[config.mk]
export PLATFORM = sky130hd
export DESIGN_NAME = bridge_txn_sequencer
export DESIGN_NICKNAME = d
export VERILOG_FILES = /design/src/rtl/bridge_txn_sequencer.sv
export SDC_FILE = /design/constraint.sdc
export NUM_CORES = 1
export LEC_CHECK = 0
export BUFFER_PORTS_ARGS = -buffer_cell sky130_fd_sc_hd__buf_2
export CORE_ASPECT_RATIO = 1.5
export CORE_MARGIN = 3
export CORE_UTILIZATION = 40
export CTS_CLUSTER_SIZE = 28
export DETAILED_ROUTE_END_ITERATION = 6
export SLEW_MARGIN = 10
export SYNTH_ARGS = -nofsm -noshare
export SYNTH_HDL_FRONTEND = slang
export SYNTH_SLANG_ARGS = --single-unit
[constraint.sdc]
create_clock -name clk -period 5.4 [get_ports clk]
set_clock_uncertainty 0.05 [all_clocks]
set_input_delay 0.27 -clock clk [delete_from_list [all_inputs] [get_ports clk]]
set_output_delay 0.27 -clock clk [all_outputs]
set_load 0.05 [all_outputs]
[src/rtl/bridge_txn_sequencer.sv]
`default_nettype none
// ============================================================================
//  Module   : bridge_txn_sequencer
//  Purpose  : Takes one parsed host frame at a time and runs it on the
//             register bus. It checks size and alignment, then splits the
//             command into bus beats. For writes it assembles byte lanes from
//             the parser buffer. For reads it unpacks bus data into the
//             response buffer. It then launches the response builder and
//             finally releases the parser.
//  Ports    : clk/rst_n             - clock, synchronous active-low reset
//             frame_* / cmd / addr  - parser handshake and frame header
//             data_rd_* / data_count- parser data buffer read port
//             bus_*                 - register-bus master beat interface
//             rbuf_*                - response data buffer write port
//             resp_*                - response builder job and handshake
//             busy                  - high whenever not idle
//  Revision : 1.0 - initial release
// ============================================================================
module bridge_txn_sequencer #(
    parameter int BUS_TIMEOUT_CYCLES = 2500
) (
    input  logic        clk,
    input  logic        rst_n,
    input  logic        frame_valid,
    input  logic        frame_error,
    input  logic [7:0]  error_status,
    input  logic [7:0]  cmd,
    input  logic [31:0] addr,
    output logic [5:0]  data_rd_idx,
    input  logic [7:0]  data_rd_byte,
    input  logic [5:0]  data_count,
    output logic        frame_consumed,
    output logic        bus_req,
    output logic        bus_we,
    output logic [31:0] bus_addr,
    output logic [31:0] bus_wdata,
    output logic [3:0]  bus_wstrb,
    input  logic        bus_ack,
    input  logic        bus_err,
    input  logic [31:0] bus_rdata,
    output logic        rbuf_we,
    output logic [5:0]  rbuf_idx,
    output logic [7:0]  rbuf_byte,
    output logic        resp_start,
    output logic [7:0]  resp_status,
    output logic [7:0]  resp_cmd,
    output logic [31:0] resp_addr,
    output logic [6:0]  resp_len,
    input  logic        resp_done,
    output logic        busy
);

    // ------------------------------------------------------------------------
    // Constants
    // ------------------------------------------------------------------------
    localparam logic [3:0] S_IDLE      = 4'd0;
    localparam logic [3:0] S_CHECK     = 4'd1;
    localparam logic [3:0] S_ASSEMBLE  = 4'd2;
    localparam logic [3:0] S_BUS       = 4'd3;
    localparam logic [3:0] S_UNPACK    = 4'd4;
    localparam logic [3:0] S_NEXT      = 4'd5;
    localparam logic [3:0] S_RESP      = 4'd6;
    localparam logic [3:0] S_WAIT_RESP = 4'd7;
    localparam logic [3:0] S_CONSUME   = 4'd8;
    localparam logic [3:0] S_DRAIN     = 4'd9;

    localparam logic [7:0] STS_OK      = 8'h00;
    localparam logic [7:0] STS_SIZE    = 8'h02;
    localparam logic [7:0] STS_ALIGN   = 8'h03;
    localparam logic [7:0] STS_TIMEOUT = 8'h04;
    localparam logic [7:0] STS_BUSERR  = 8'h05;
    localparam logic [7:0] STS_LENGTH  = 8'h07;

    // The counter only has to reach BUS_TIMEOUT_CYCLES-1; the expiring cycle
    // is detected by comparing against that last value.
    localparam int              TMO_W    = (BUS_TIMEOUT_CYCLES > 1) ? $clog2(BUS_TIMEOUT_CYCLES) : 1;
    localparam logic [TMO_W-1:0] TMO_LAST = TMO_W'(BUS_TIMEOUT_CYCLES - 1);
    localparam logic [TMO_W-1:0] TMO_ONE  = TMO_W'(1);

    // ------------------------------------------------------------------------
    // State
    // ------------------------------------------------------------------------
    logic [3:0]       state_q,  state_d;
    logic [7:0]       cmd_q,    cmd_d;
    logic [31:0]      addr_q,   addr_d;
    logic [3:0]       beat_q,   beat_d;
    logic [1:0]       byte_q,   byte_d;
    logic [TMO_W-1:0] tmo_q,    tmo_d;
    logic [7:0]       status_q, status_d;
    logic [31:0]      wdata_q,  wdata_d;
    logic [31:0]      rdata_q,  rdata_d;
    logic [6:0]       len_q,    len_d;

    // ------------------------------------------------------------------------
    // Beat geometry from the latched command
    // ------------------------------------------------------------------------
    logic        w_rw;
    logic        w_inc;
    logic [1:0]  w_size;
    logic [4:0]  w_beats;
    logic [6:0]  w_total;
    logic [1:0]  w_bpb_m1;
    logic        w_last_byte;
    logic        w_last_beat;
    logic [31:0] w_off;
    logic [31:0] w_ba;
    logic [1:0]  w_lane;
    logic [5:0]  w_idx;
    logic [3:0]  w_strb;

    assign w_rw        = cmd_q[7];
    assign w_inc       = cmd_q[6];
    assign w_size      = cmd_q[5:4];
    assign w_beats     = {1'b0, cmd_q[3:0]} + 5'd1;
    assign w_total     = {2'b00, w_beats} << w_size;
    assign w_bpb_m1    = (w_size == 2'd0) ? 2'd0 : ((w_size == 2'd1) ? 2'd1 : 2'd3);
    assign w_last_byte = (byte_q == w_bpb_m1);
    assign w_last_beat = (beat_q == cmd_q[3:0]);
    // Address arithmetic is plain 32-bit addition, so bursts wrap past 0xFFFFFFFF.
    assign w_off       = w_inc ? ({28'd0, beat_q} << w_size) : 32'd0;
    assign w_ba        = addr_q + w_off;
    // Little-endian: byte j of the beat sits at lane (start lane + j).
    assign w_lane      = w_ba[1:0] + byte_q;
    assign w_idx       = ({2'b00, beat_q} << w_size) + {4'd0, byte_q};

    always_comb begin
        w_strb = 4'hF;
        case (w_size)
            2'd0:    w_strb = 4'b0001 << w_ba[1:0];
            2'd1:    w_strb = w_ba[1] ? 4'b1100 : 4'b0011;
            default: w_strb = 4'hF;
        endcase
    end

    // ------------------------------------------------------------------------
    // Header checks on the live parser inputs (used only in CHECK)
    // ------------------------------------------------------------------------
    logic [1:0] w_chk_size;
    logic [4:0] w_chk_beats;
    logic [6:0] w_chk_total;

    assign w_chk_size  = cmd[5:4];
    assign w_chk_beats = {1'b0, cmd[3:0]} + 5'd1;
    assign w_chk_total = {2'b00, w_chk_beats} << w_chk_size;

    // ------------------------------------------------------------------------
    // Next-state and output logic
    // ------------------------------------------------------------------------
    always_comb begin
        state_d  = state_q;
        cmd_d    = cmd_q;
        addr_d   = addr_q;
        beat_d   = beat_q;
        byte_d   = byte_q;
        tmo_d    = tmo_q;
        status_d = status_q;
        wdata_d  = wdata_q;
        rdata_d  = rdata_q;
        len_d    = len_q;

        data_rd_idx    = 6'd0;
        frame_consumed = 1'b0;
        bus_req        = 1'b0;
        bus_we         = 1'b0;
        bus_addr       = 32'd0;
        bus_wdata      = 32'd0;
        bus_wstrb      = 4'd0;
        rbuf_we        = 1'b0;
        rbuf_idx       = 6'd0;
        rbuf_byte      = 8'd0;
        resp_start     = 1'b0;

        case (state_q)
            S_IDLE: begin
                if (frame_error) begin
                    // Parser-reported failures skip the bus entirely; the
                    // header is still captured so the response echoes it.
                    cmd_d    = cmd;
                    addr_d   = addr;
                    len_d    = 7'd0;
                    status_d = error_status;
                    state_d  = S_RESP;
                end else if (frame_valid) begin
                    state_d = S_CHECK;
                end
            end

            S_CHECK: begin
                cmd_d    = cmd;
                addr_d   = addr;
                beat_d   = 4'd0;
                byte_d   = 2'd0;
                tmo_d    = '0;
                wdata_d  = 32'd0;
                rdata_d  = 32'd0;
                len_d    = 7'd0;
                status_d = STS_OK;
                if (w_chk_size == 2'd3) begin
                    status_d = STS_SIZE;
                    state_d  = S_RESP;
                end else if (((w_chk_size == 2'd1) && addr[0]) ||
                             ((w_chk_size == 2'd2) && (addr[1:0] != 2'd0))) begin
                    status_d = STS_ALIGN;
                    state_d  = S_RESP;
                end else if (!cmd[7] && ({1'b0, data_count} != w_chk_total)) begin
                    status_d = STS_LENGTH;
                    state_d  = S_RESP;
                end else begin
                    state_d = cmd[7] ? S_BUS : S_ASSEMBLE;
                end
            end

            S_ASSEMBLE: begin
                data_rd_idx = w_idx;
                // The first byte of each beat starts from a clean word so
                // lanes not covered by this beat read as zero.
                if (byte_q == 2'd0) begin
                    wdata_d = 32'd0;
                end
                wdata_d[{w_lane, 3'b000} +: 8] = data_rd_byte;
                if (w_last_byte) begin
                    byte_d  = 2'd0;
                    tmo_d   = '0;
                    state_d = S_BUS;
                end else begin
                    byte_d = byte_q + 2'd1;
                end
            end

            S_BUS: begin
                bus_req   = 1'b1;
                bus_we    = ~w_rw;
                bus_addr  = {w_ba[31:2], 2'b00};
                bus_wdata = wdata_q;
                bus_wstrb = w_strb;
                // An ack in the expiring cycle wins over the timeout.
                if (bus_ack) begin
                    tmo_d = '0;
                    if (bus_err) begin
                        status_d = STS_BUSERR;
                        state_d  = S_RESP;
                    end else if (w_rw) begin
                        rdata_d = bus_rdata;
                        byte_d  = 2'd0;
                        state_d = S_UNPACK;
                    end else begin
                        state_d = S_NEXT;
                    end
                end else if (tmo_q == TMO_LAST) begin
                    tmo_d    = '0;
                    status_d = STS_TIMEOUT;
                    state_d  = S_RESP;
                end else begin
                    tmo_d = tmo_q + TMO_ONE;
                end
            end

            S_UNPACK: begin
                rbuf_we   = 1'b1;
                rbuf_idx  = w_idx;
                rbuf_byte = rdata_q[{w_lane, 3'b000} +: 8];
                if (w_last_byte) begin
                    byte_d  = 2'd0;
                    state_d = S_NEXT;
                end else begin
                    byte_d = byte_q + 2'd1;
                end
            end

            S_NEXT: begin
                byte_d = 2'd0;
                tmo_d  = '0;
                if (w_last_beat) begin
                    status_d = STS_OK;
                    len_d    = w_rw ? w_total : 7'd0;
                    state_d  = S_RESP;
                end else begin
                    beat_d  = beat_q + 4'd1;
                    state_d = w_rw ? S_BUS : S_ASSEMBLE;
                end
            end

            S_RESP: begin
                resp_start = 1'b1;
                state_d    = S_WAIT_RESP;
            end

            S_WAIT_RESP: begin
                if (resp_done) begin
                    state_d = S_CONSUME;
                end
            end

            S_CONSUME: begin
                frame_consumed = 1'b1;
                state_d        = S_DRAIN;
            end

            S_DRAIN: begin
                // Wait for the parser to withdraw the frame so the same
                // frame is never picked up twice.
                if (!frame_valid && !frame_error) begin
                    state_d = S_IDLE;
                end
            end

            default: begin
                state_d = S_IDLE;
            end
        endcase
    end

    always_ff @(posedge clk) begin
        if (!rst_n) begin
            state_q  <= S_IDLE;
            cmd_q    <= 8'd0;
            addr_q   <= 32'd0;
            beat_q   <= 4'd0;
            byte_q   <= 2'd0;
            tmo_q    <= '0;
            status_q <= 8'd0;
            wdata_q  <= 32'd0;
            rdata_q  <= 32'd0;
            len_q    <= 7'd0;
        end else begin
            state_q  <= state_d;
            cmd_q    <= cmd_d;
            addr_q   <= addr_d;
            beat_q   <= beat_d;
            byte_q   <= byte_d;
            tmo_q    <= tmo_d;
            status_q <= status_d;
            wdata_q  <= wdata_d;
            rdata_q  <= rdata_d;
            len_q    <= len_d;
        end
    end

    assign resp_status = status_q;
    assign resp_cmd    = cmd_q;
    assign resp_addr   = addr_q;
    assign resp_len    = len_q;
    assign busy        = (state_q != S_IDLE);

endmodule
`default_nettype wire

==> results.md <==
- IO buf count: 247
- Int Pwr: 0.00246 W
- GRT Util Overall: 0.216
- Type of the worst setup path: reg -> out
- Top cell by count, worst path: nor2_1
- Largest family of logic cells by synthesized area: simple AND/OR/NAND/NOR gates
- Die X-Extent: 125 µm
- CTS tree: built
- Max Root-Sink Buffers: 2
- Clock share of power: 0.272
- Top FF cell, synth: dfxtp_1
- Antenna violations before repair: 0
- Hold_ws: 0.0319 ns
- Layout cells sized above 1: 0.241
- Final TNS setup: 0 ns
- Worst path arrival time: 3.95 ns
- Static leakage: 4.26 nW
- Sw Pwr: 0.00199 W
- Relative slew slack: 0.313
- Routed WL per cell: 16.1 µm
- Combinational Power Share: 0.417
- Skew-Pair Late Insertion Delay: 0.43 ns
- CP max stage delay: 0.80 ns
- H-tree levels: 4
- Syn Std Cell Area: 8460 µm²
- Initial core utilization: 0.411
- Die Area: 23000 µm²
- Asr flop ratio synth: 0
- Req. time, crit path: 5.08 ns
- Fin. Hold Viols: 0
- Fmax achieved: 0.234 GHz
- Hold WC Path Type: in -> reg
- Max-cap viol count: 0
- Largest net degree at the start of global routing: 88
- Cells along the critical path: mux2i_1, nor2_1, ha_1, o21a_1, nor2_1, a21oi_1, nand3_1, xor2_1, nor2_1, buf_2
- Total setup buffers inserted after CTS: 0
- Worst R2R Path Depth: 12
- Worst path buffer plus inverter count: 1
- Top sig layer: met4
- Max VDD drop: 0.291 mV
- DRT antenna net count: 0
- Met2 wire len: 12700 µm
- Cells after synthesis: 1080
- R2R Path End: wdata_q[24]$_SDFFE_PN0P_
- Core area: 20600 µm²
- Nets: 1405
- Initial DRC count: 460
- Unrepaired setup endpoints after global routing: false
- Sw frac: 0.447
- DR pass1 iterations: 4
- Crit path to: bus_addr[24]
- Pwr per Cell Area: 427 nW/µm²
- HPWL Detailed: 18500 µm
- Status: complete, no violations
- CTS root buffer: clkbuf_16
- FF-to-FF Start: resp_cmd[4]$_SDFFE_PN0P_
- Fillers: 2050
- Synth Warn #: 0
- Post-Synth Adder-Cell Area: 0.0343
- Number of global-route vias before repair: 7910
- # DRC: 0
- Simple-Gate Fraction of Synth Area: 0.299
- Clock sinks: 141
- CP Depth: 10
- Global-route wire length before repair: 40700 µm
- Die H: 184 µm
- Crit path from: resp_cmd[4]$_SDFFE_PN0P_
- GRT Residual Overflow: 0
- Area Overhead vs Synth: 23.1%
- Antenna cells: 0
- Seq pwr share: 0.311
- Library cells used by synthesis: 74
- Final WL: 25100 µm
- CTS resizes: 0
- Max FO, Critical Path: 23
- Final Slew Violations: 0
- Flops & latches, synth: 141
- CP max stage cell: dfxtp_1
- Vias per inst: 5.21
- Post-synth EDFFs: 0
- Xor/xnor share of the synthesized area: 0.0621
- Setup crit end kind: output port
- Post-Syn Area per Cell: 7.83 µm²
- DR vias: 8113
- Fin crit period: 4.27 ns
- Final Wtd Congestion: 0.869
- Post-synthesis compound-gate area fraction: 0.186
- # IOs: 250
- Reg-to-reg slack, setup: 1.31 ns
- CP delay by family, top: simple AND/OR/NAND/NOR gates
- Final Setup Violations: 0
- Worst setup SP type: flip-flop
- Clk slew on worst S/H paths: 0.06 ns
- CTS buffer count: 17
- Metal-1 WL: 10000 µm
- Tcrit/Tclk final: 0.790
- Hold buffer count at cts: 0
- Worst Tran Pin Value: 1.03 ns
- Row Count: 64
- Sequential area share after synthesis: 0.334
- Post-synthesis mux area share: 0.0350
- DR WL met3: 1700 µm
## tightest hold or removal path: cells and delay by family
| family | cells | cell delay [ns] |
|---|---|---|
| buffers and inverters | 1 | 0.09 |
| and+or+nand+nor | 1 | 0.04 |
| AOI/OAI and AO/OA | 1 | 0.06 |
## cell usage after synthesis (3+ instances only)
master,instances,share of area
nand2_1,173,0.077
a211oi_1,5,0.0044
o21ai_0,18,0.011
inv_1,26,0.012
nor2_1,95,0.042
buf_4,3,0.0027
nor4_1,12,0.0089
or2_2,4,0.0030
nor3b_1,5,0.0044
xnor2_1,43,0.045
nor3_1,19,0.011
nand3_1,56,0.033
a21o_1,3,0.0027
xor2_1,17,0.018
o21a_1,5,0.0044
ha_1,20,0.030
clkbuf_1,58,0.026
o21ai_1,8,0.0047
and4_1,4,0.0041
buf_2,10,0.0059
or3_1,6,0.0044
nand2b_1,7,0.0052
a31oi_1,4,0.0030
nand4_1,9,0.0067
a21boi_0,79,0.070
and2_1,52,0.038
and3_1,4,0.0030
o221a_2,3,0.0040
a21oi_1,29,0.017
o211ai_1,5,0.0044
mux4_2,8,0.021
mux2i_1,8,0.0095
dfxtp_1,141,0.33
o22ai_1,5,0.0037
a22oi_1,35,0.031
nor2b_1,51,0.038
o31ai_1,3,0.0027
## metal layers
layer	GRT usage	up-vias
li1	-	4129
met4	0.0882	0
met1	0.238	3709
met2	0.392	239
met5	0	-
met3	0.0612	36
## power groups by stage
stage | registers [W] | clock network (W) | logic [W]
6_report | 0.00138 | 0.00121 | 0.00185
5_1_grt | 0.00141 | 0.00128 | 0.00204
4_1_cts | 0.00138 | 0.00124 | 0.00187
3_5_place_dp | 0.00141 | 0 | 0.00186
3_3_place_gp | 0.00140 | 0 | 0.00185
2_1_floorplan | 0.00165 | 0 | 0.00111
## registers in the layout (all words and copies together) (netlist names)
register     cells
beat_q           4
byte_q           2
rdata_q         32
resp_addr       32
resp_cmd         8
resp_len         7
resp_status      8
state_q          4
tmo_q           12
wdata_q         32
## cell families after synthesis
| group | Yosys count |
|---|---|
| flops | 141 |
| compound gates | 223 |
| fa+ha+maj | 22 |
| xor+xnor | 60 |
| buf+inv | 101 |
| mux | 19 |
| simple gates | 513 |
| other cells | 1 |
## how the worst min path moves through the flow
stage / startpoint / to / slack (ns) / cells past startpoint
5_1_grt: addr[26] / resp_addr[26]$_SDFFE_PN0P_ / 0.03 / 3
6_report: addr[22] / resp_addr[22]$_SDFFE_PN0P_ / 0.03 / 3
2_1_floorplan: addr[13] / resp_addr[13]$_SDFFE_PN0P_ / 0.36 / 2
3_3_place_gp: rdata_q[9]$_SDFFE_PN0P_ / rdata_q[9]$_SDFFE_PN0P_ / 0.40 / 2
3_5_place_dp: rdata_q[9]$_SDFFE_PN0P_ / rdata_q[9]$_SDFFE_PN0P_ / 0.41 / 2
4_1_cts: addr[22] / resp_addr[22]$_SDFFE_PN0P_ / 0.02 / 3
## placed cells by master (no fill, tap or decap), types with 4 or more instances in the layout
cell	synthesis	routed
and4_1	4	4
nor4_1	12	12
o211ai_1	5	5
or3_1	6	6
a211oi_1	5	4
a31oi_1	4	4
a22oi_1	35	35
nand3_1	56	56
a21boi_0	79	79
o21ai_1	8	8
and2_1	52	52
xor2_1	17	17
o21a_1	5	5
nand4_1	9	9
o22ai_1	5	5
dfxtp_1	141	141
ha_1	20	20
mux2i_1	8	8
xnor2_1	43	43
clkbuf_16	0	17
nor2_1	95	95
buf_4	3	10
clkbuf_8	0	4
buf_2	10	246
inv_1	26	25
nand2_1	173	173
and3_1	4	4
nor3b_1	5	5
or2_2	4	4
mux4_2	8	8
o21ai_0	18	18
nor2b_1	51	51
nand2b_1	7	7
nor3_1	19	18
a21oi_1	29	29
## per-stage QoR
step	cell area, µm²	cells	utilization	setup WS, ns	total power [W]
finish	10400	1557	0.506	1.13	0.00445
global route	10400	1557	0.506	0.770	0.00472
CTS	10400	1557	0.506	1.07	0.00449
detailed placement	9810	1527	0.477	1.33	0.00327
global placement	9810	1527	0.477	1.45	0.00325
floorplan	8460	1081	-	0.733	0.00276
## cell type report
class	count	area [µm²]	area share
multi-input cells	839	5250	0.504
inverters	27	101	0.00973
flip-flops and latches	141	2820	0.271
repair buffers	256	1310	0.125
well taps	264	330	0.0317
clock buffers	24	492	0.0472
clock inverters	6	109	0.0105
Note: power is estimated with default switching activity, not from simulation.
